===== config.mk =====
export PLATFORM = sky130hd
export DESIGN_NAME = stream_arb_mux
export DESIGN_NICKNAME = d
export VERILOG_FILES = /design/src/rtl/mux_pkg.sv /design/src/rtl/rr_arbiter.sv /design/src/rtl/stream_arb_mux.sv
export SDC_FILE = /design/constraint.sdc
export NUM_CORES = 1
export LEC_CHECK = 0
export CORE_UTILIZATION = 39
export CTS_BUF_LIST = sky130_fd_sc_hd__clkbuf_2 sky130_fd_sc_hd__clkbuf_4 sky130_fd_sc_hd__clkbuf_8
export CTS_CLUSTER_DIAMETER = 120
export CTS_CLUSTER_SIZE = 24
export DETAILED_ROUTE_END_ITERATION = 10
export GPL_ROUTABILITY_DRIVEN = 0
export PLACE_DENSITY_LB_ADDON = 0.25
export SLEW_MARGIN = 30
export SYNTH_ARGS = -nofsm -noshare
export SYNTH_HDL_FRONTEND = slang
export SYNTH_SLANG_ARGS = --single-unit

===== constraint.sdc =====
create_clock -name clk_in -period 2.5 [get_ports clk_in]
set_input_delay 0.375 -clock clk_in [delete_from_list [all_inputs] [get_ports clk_in]]
set_output_delay 0.375 -clock clk_in [all_outputs]
set_load 0.02 [all_outputs]

===== src/rtl/mux_pkg.sv =====
// mux_pkg: arbitration mode constants and the width helper shared by the mux and arbiter.
package mux_pkg;
  localparam int ARB_RR = 0;
  localparam int ARB_FIXED = 1;
  function automatic int clog2(input int v);
    int r;
    r = 0;
    for (int i = 0; i < 31; i++) if ((1 << i) < v) r = i + 1;
    return r;
  endfunction
endpackage


===== src/rtl/rr_arbiter.sv =====
// rr_arbiter: round-robin or fixed-priority winner selection with a wrapping rotation pointer.
module rr_arbiter
  import mux_pkg::*;
#(
  parameter int NUM_CH = 4,
  parameter int ARB_MODE = ARB_RR,
  localparam int CH_W = (clog2(NUM_CH) > 1) ? clog2(NUM_CH) : 1
) (
  input  logic              clk_in,
  input  logic              rst_in,
  input  logic [NUM_CH-1:0] req_in,
  input  logic              advance_in,
  output logic              gnt_valid_out,
  output logic [CH_W-1:0]   gnt_idx_out
);
  logic [CH_W-1:0] rr_ptr_q, rr_ptr_d;
  always_comb begin
    int base;
    int j;
    base = (ARB_MODE == ARB_FIXED) ? 0 : int'(rr_ptr_q);
    j = 0;
    gnt_valid_out = 1'b0;
    gnt_idx_out = '0;
    // Walk offsets downward so the smallest offset from the pointer wins.
    for (int k = NUM_CH - 1; k >= 0; k--) begin
      j = (base + k >= NUM_CH) ? base + k - NUM_CH : base + k;
      if (req_in[j]) begin
        gnt_valid_out = 1'b1;
        gnt_idx_out = CH_W'(j);
      end
    end
  end
  always_comb
    rr_ptr_d = (advance_in && ARB_MODE == ARB_RR)
             ? ((gnt_idx_out == CH_W'(NUM_CH - 1)) ? '0 : gnt_idx_out + CH_W'(1))
             : rr_ptr_q;
  always_ff @(posedge clk_in)
    rr_ptr_q <= rst_in ? '0 : rr_ptr_d;
endmodule


===== src/rtl/stream_arb_mux.sv =====
// stream_arb_mux: arbitrated NUM_CH:1 stream mux with a registered valid/ready output stage.
module stream_arb_mux
  import mux_pkg::*;
#(
  parameter int DATA_WIDTH = 4,
  parameter int NUM_CH = 4,
  parameter int ARB_MODE = ARB_RR,
  localparam int CH_W = (clog2(NUM_CH) > 1) ? clog2(NUM_CH) : 1
) (
  input  logic                         clk_in,
  input  logic                         rst_in,
  input  logic [NUM_CH-1:0]            valid_in,
  input  logic [NUM_CH*DATA_WIDTH-1:0] data_in,
  output logic [NUM_CH-1:0]            ready_out,
  output logic                         valid_out,
  output logic [DATA_WIDTH-1:0]        data_out,
  output logic [CH_W-1:0]              grant_out,
  input  logic                         ready_in
);
  logic                  gnt_valid, accept, xfer;
  logic [CH_W-1:0]       gnt_idx;
  logic                  valid_q, valid_d;
  logic [DATA_WIDTH-1:0] data_q, data_d;
  logic [CH_W-1:0]       grant_q, grant_d;
  rr_arbiter #(.NUM_CH(NUM_CH), .ARB_MODE(ARB_MODE)) u_arb (
    .clk_in(clk_in),
    .rst_in(rst_in),
    .req_in(valid_in),
    .advance_in(xfer),
    .gnt_valid_out(gnt_valid),
    .gnt_idx_out(gnt_idx)
  );
  always_comb begin
    accept = !valid_q || ready_in;
    xfer = accept && gnt_valid && !rst_in;
    ready_out = xfer ? NUM_CH'(1) << gnt_idx : '0;
    valid_d = xfer || (valid_q && !ready_in);
    data_d = xfer ? data_in[int'(gnt_idx)*DATA_WIDTH +: DATA_WIDTH] : data_q;
    grant_d = xfer ? gnt_idx : grant_q;
  end
  always_ff @(posedge clk_in) begin
    valid_q <= rst_in ? 1'b0 : valid_d;
    data_q <= rst_in ? '0 : data_d;
    grant_q <= rst_in ? '0 : grant_d;
  end
  assign valid_out = valid_q;
  assign data_out = data_q;
  assign grant_out = grant_q;
endmodule

==> flow_metrics.py, run 1 <==
metrics = {
    "layout": {
        "diodes": 0,
        "synth_to_final_area_change_pct": 83.20,
        "design_area_um2": 1105,
        "numnets_final": 147,
        "drive_above_1_share": 0.2295,
        "num-fill-cells": 100,
    },
    "logic_synthesis": {
        "async_set_or_reset_flop_fraction_in_the_synthesized_netlist": 0,
        "post_synth_instance_area_um2": 603.1,
        "synth.top_cell.area_share": 0.2988,
        "synth.yosys.seq_area_share": 0.2988,
        "yosys_most_used_dff": "sky130_fd_sc_hd__dfxtp_1",
        "synthesis.area_per_instance_um2": 8.615,
        "ys_seq_elements": 9,
        "count_of_flip_flops_with_a_built_in_enable_after_synthesis": 0,
        "synthesis.yosys.warnings": 0,
        "synthCells": 70,
        "synth_cell_type_count": 31,
        "synth.largest_area_cell": "sky130_fd_sc_hd__dfxtp_1",
        "syn-num-nets": 94,
        "yosysMostFrequentCell": "sky130_fd_sc_hd__dfxtp_1",
        "synth_area_leaders": "sky130_fd_sc_hd__dfxtp_1, sky130_fd_sc_hd__nor2b_1, sky130_fd_sc_hd__a221o_1",
        "synth.cells.most_frequent": "sky130_fd_sc_hd__dfxtp_1, sky130_fd_sc_hd__nor2b_1, sky130_fd_sc_hd__nand2_1, sky130_fd_sc_hd__nor2_1",
    },
    "worst_setup_path": {
        "critPathLaunchType": "input port",
        "arrival_ns": 2.03,
        "worst_r2r_path_depth": 8,
        "crit_path_end_kind": "output pin",
        "timing.critical_path.fanout_max": 3,
        "worstPathRequired_ns": 2.12,
        "class_of_the_most_critical_setup_path": "input port to output pin",
    },
    "drt": {
        "routed_wire_length_per_instance_um": 13.04,
        "antenna_violating_nets_post_route": 0,
        "route.detailed.vias_per_inst": 5.197,
        "routed-via-count": 712,
        "drt_iter0_markers": 16,
        "detail_route.first_pass.iterations": 3,
        "drcViolationCount": 0,
        "finalWirelength_um": 1787,
    },
    "die": {
        "die_x_um": 41.33,
        "die-area_um2": 1708,
        "rows": 13,
        "io-pin-count": 34,
        "initial_core_util": 0.4414,
        "die_h_um": 41.33,
        "coreArea_um2": 1366,
    },
    "global_route": {
        "grt_overflow_total": 0,
        "wire_length_of_the_first_global_routing_pass_um": 2546,
        "globalRouteTotalUtil": 0.2364,
        "grt_max_degree": 8,
        "grt_antenna_before_repair": 0,
        "first_global_vias": 610,
    },
    "hold_path": {
        "hold_path_depth": 1,
        "timing.hold.worst.class": "flop to flop",
    },
    "sta": {
        "final_hold_viol_count": 0,
        "maxSlewViolCount": 0,
        "finalWorstPathRequiredPeriod_ns": 2.407,
        "grt_setup_unrepaired": "no",
        "fin_skew_ns": 0.0009478,
        "min_period_over_period": 0.9630,
        "max_clock_freq_mhz": 415.4,
        "maxSlewHeadroom": 0.7882,
        "setup_tns_ns": 0,
        "number_of_setup_violations_in_the_final_report": 0,
        "worst_slew_pin_slew_ns": 0.3151,
        "final_critical_path_setup_slack_ns": 0.09251,
    },
    "power_and_ir_drop": {
        "clock_power_share": 0.213,
        "p_int_w": 0.0003955,
        "total_power_w": 0.0005899,
        "p_leak_nw": 0.4897,
        "power.combinational.fraction": 0.472,
        "power.switching_fraction": 0.3296,
        "p_sw_w": 0.0001944,
        "power.density_cell_area_nw_per_um2": 533.9,
        "peakVddDrop_v": 0.0004577,
        "sequential_share_of_power": 0.315,
    },
    "clock_network": {
        "post-cts-setup-buffers": 0,
        "buffer_cell_driving_the_clock_tree_root": "sky130_fd_sc_hd__clkbuf_4",
        "clockBufferDepth": 2,
        "cts_num_sinks": 9,
        "clkSlewWorstSetupHoldPaths_ns": 0.06,
        "post_cts_hold_buffer_count": 0,
        "h-tree-depth": 1,
        "clock_tree_from_tritoncts": "yes",
        "clock_latency_on_the_worst_skew_pair_ns": 0.26,
        "numCtsBuffers": 3,
        "post_cts.resized_instances": 7,
    },
    "placement": {
        "dp.final_hpwl_um": 1425,
        "pre_cts_worst_setup_slack_ns": -0.2501,
        "post_dp_cell_area_um2": 1071,
        "io_buffer_count": 33,
    },
    "job": {
        "cap_violations": 0,
    },
    "status": {
        "status": "finished clean",
    },
}
## flip-flops by register name, indices dropped and copies added, names as in the netlist
signal,flops
data_out,4
grant_out,2
u_arb.rr_ptr_q,2
valid_out,1
## metrics by stage
stage,util,instances,hold WS (ns)
final,0.8086,137,0.4970
after global routing,0.8086,137,0.5152
after CTS,0.8040,137,0.4951
after global placement,0.7839,133,0.4739
after floorplan,-,70,0.4474
after detailed placement,0.7839,133,0.4774
## worst max-delay path: stages
cell and delay (ns):
sky130_fd_sc_hd__clkdlybuf4s50_1 0.44, sky130_fd_sc_hd__buf_4 0.17, sky130_fd_sc_hd__a221o_1 0.29, sky130_fd_sc_hd__and2_1 0.15, sky130_fd_sc_hd__ha_1 0.17, sky130_fd_sc_hd__and2_1 0.12, sky130_fd_sc_hd__dlygate4sd2_1 0.31
## logic make-up (layout without fill, tap and decap cells)
kind of cell,count (synthesis),count (layout),share of synthesized area
fa+ha+maj,1,1,0.02074
compound gates,24,24,0.3091
simple gates,27,27,0.2511
buf+inv,4,56,0.02696
flops,9,9,0.2988
mux,5,5,0.09335
## final cells by class
type                    count  area (um2)  area share
repair buffers             50       452.9      0.4100
multi-input cells          57       415.4      0.3760
flip-flops and latches      9       180.2      0.1631
clock buffers               4       30.03     0.02718
well taps                  15       18.77     0.01699
inverters                   2       7.507    0.006795
## layout by cell type (no fill, tap or decap), drive strengths merged
master	n
mux2	2
o21bai	1
inv	2
and3	1
clkdlybuf4s50	26
o22a	1
a21bo	1
nor2b	6
dfxtp	9
nor4	1
o22ai	1
ha	1
buf	17
dlymetal6s2s	1
a221o	3
a21boi	3
nor3	2
nand2b	1
clkbuf	4
o21ai	3
o211ai	2
a21oi	4
nand2	5
a211oi	4
o31ai	1
nand3	2
dlygate4sd2	6
mux2i	3
nor2	6
and2	2
and2b	1
## power by group through the flow
stage               registers [W]  logic (W)  clock network (W)
finish                   0.000186   0.000278           0.000126
global route             0.000189   0.000300           0.000131
CTS                      0.000186   0.000280           0.000129
detailed placement       0.000189   0.000282                  0
global placement         0.000187   0.000277                  0
floorplan                0.000206   0.000114                  0
## per-layer routing
layer / global-route usage / up-vias / routed length, um
met5: 0 / - / 0
met4: 0.1210 / 0 / 17
met3: 0.04787 / 2 / 67
met2: 0.3945 / 19 / 911
met1: 0.2848 / 328 / 790
li1: - / 363 / -
## final timing paths
| check | startpoint | to | slack (ns) |
|---|---|---|---|
| max | valid_in[3] | ready_out[3] | 0.09 |
| min | data_out[1] | data_out[1] | 0.50 |
| max reg2reg | u_arb.rr_ptr_q[1] | data_out[1] | 0.43 |
| min reg2reg | data_out[1] | data_out[1] | 0.50 |
Note: power is estimated with default switching activity, not from simulation.
==> run 2, diff against run 1 <==
--- a/config.mk
+++ b/config.mk
@@ -12,6 +12,7 @@
 export DETAILED_ROUTE_END_ITERATION = 10
 export GPL_ROUTABILITY_DRIVEN = 0
 export PLACE_DENSITY_LB_ADDON = 0.25
+export SKIP_LAST_GASP = 1
 export SLEW_MARGIN = 30
 export SYNTH_ARGS = -nofsm -noshare
 export SYNTH_HDL_FRONTEND = slang
==> results of run 2 <==
No change in the layout: final DEF, timing and power equal those of run 1.
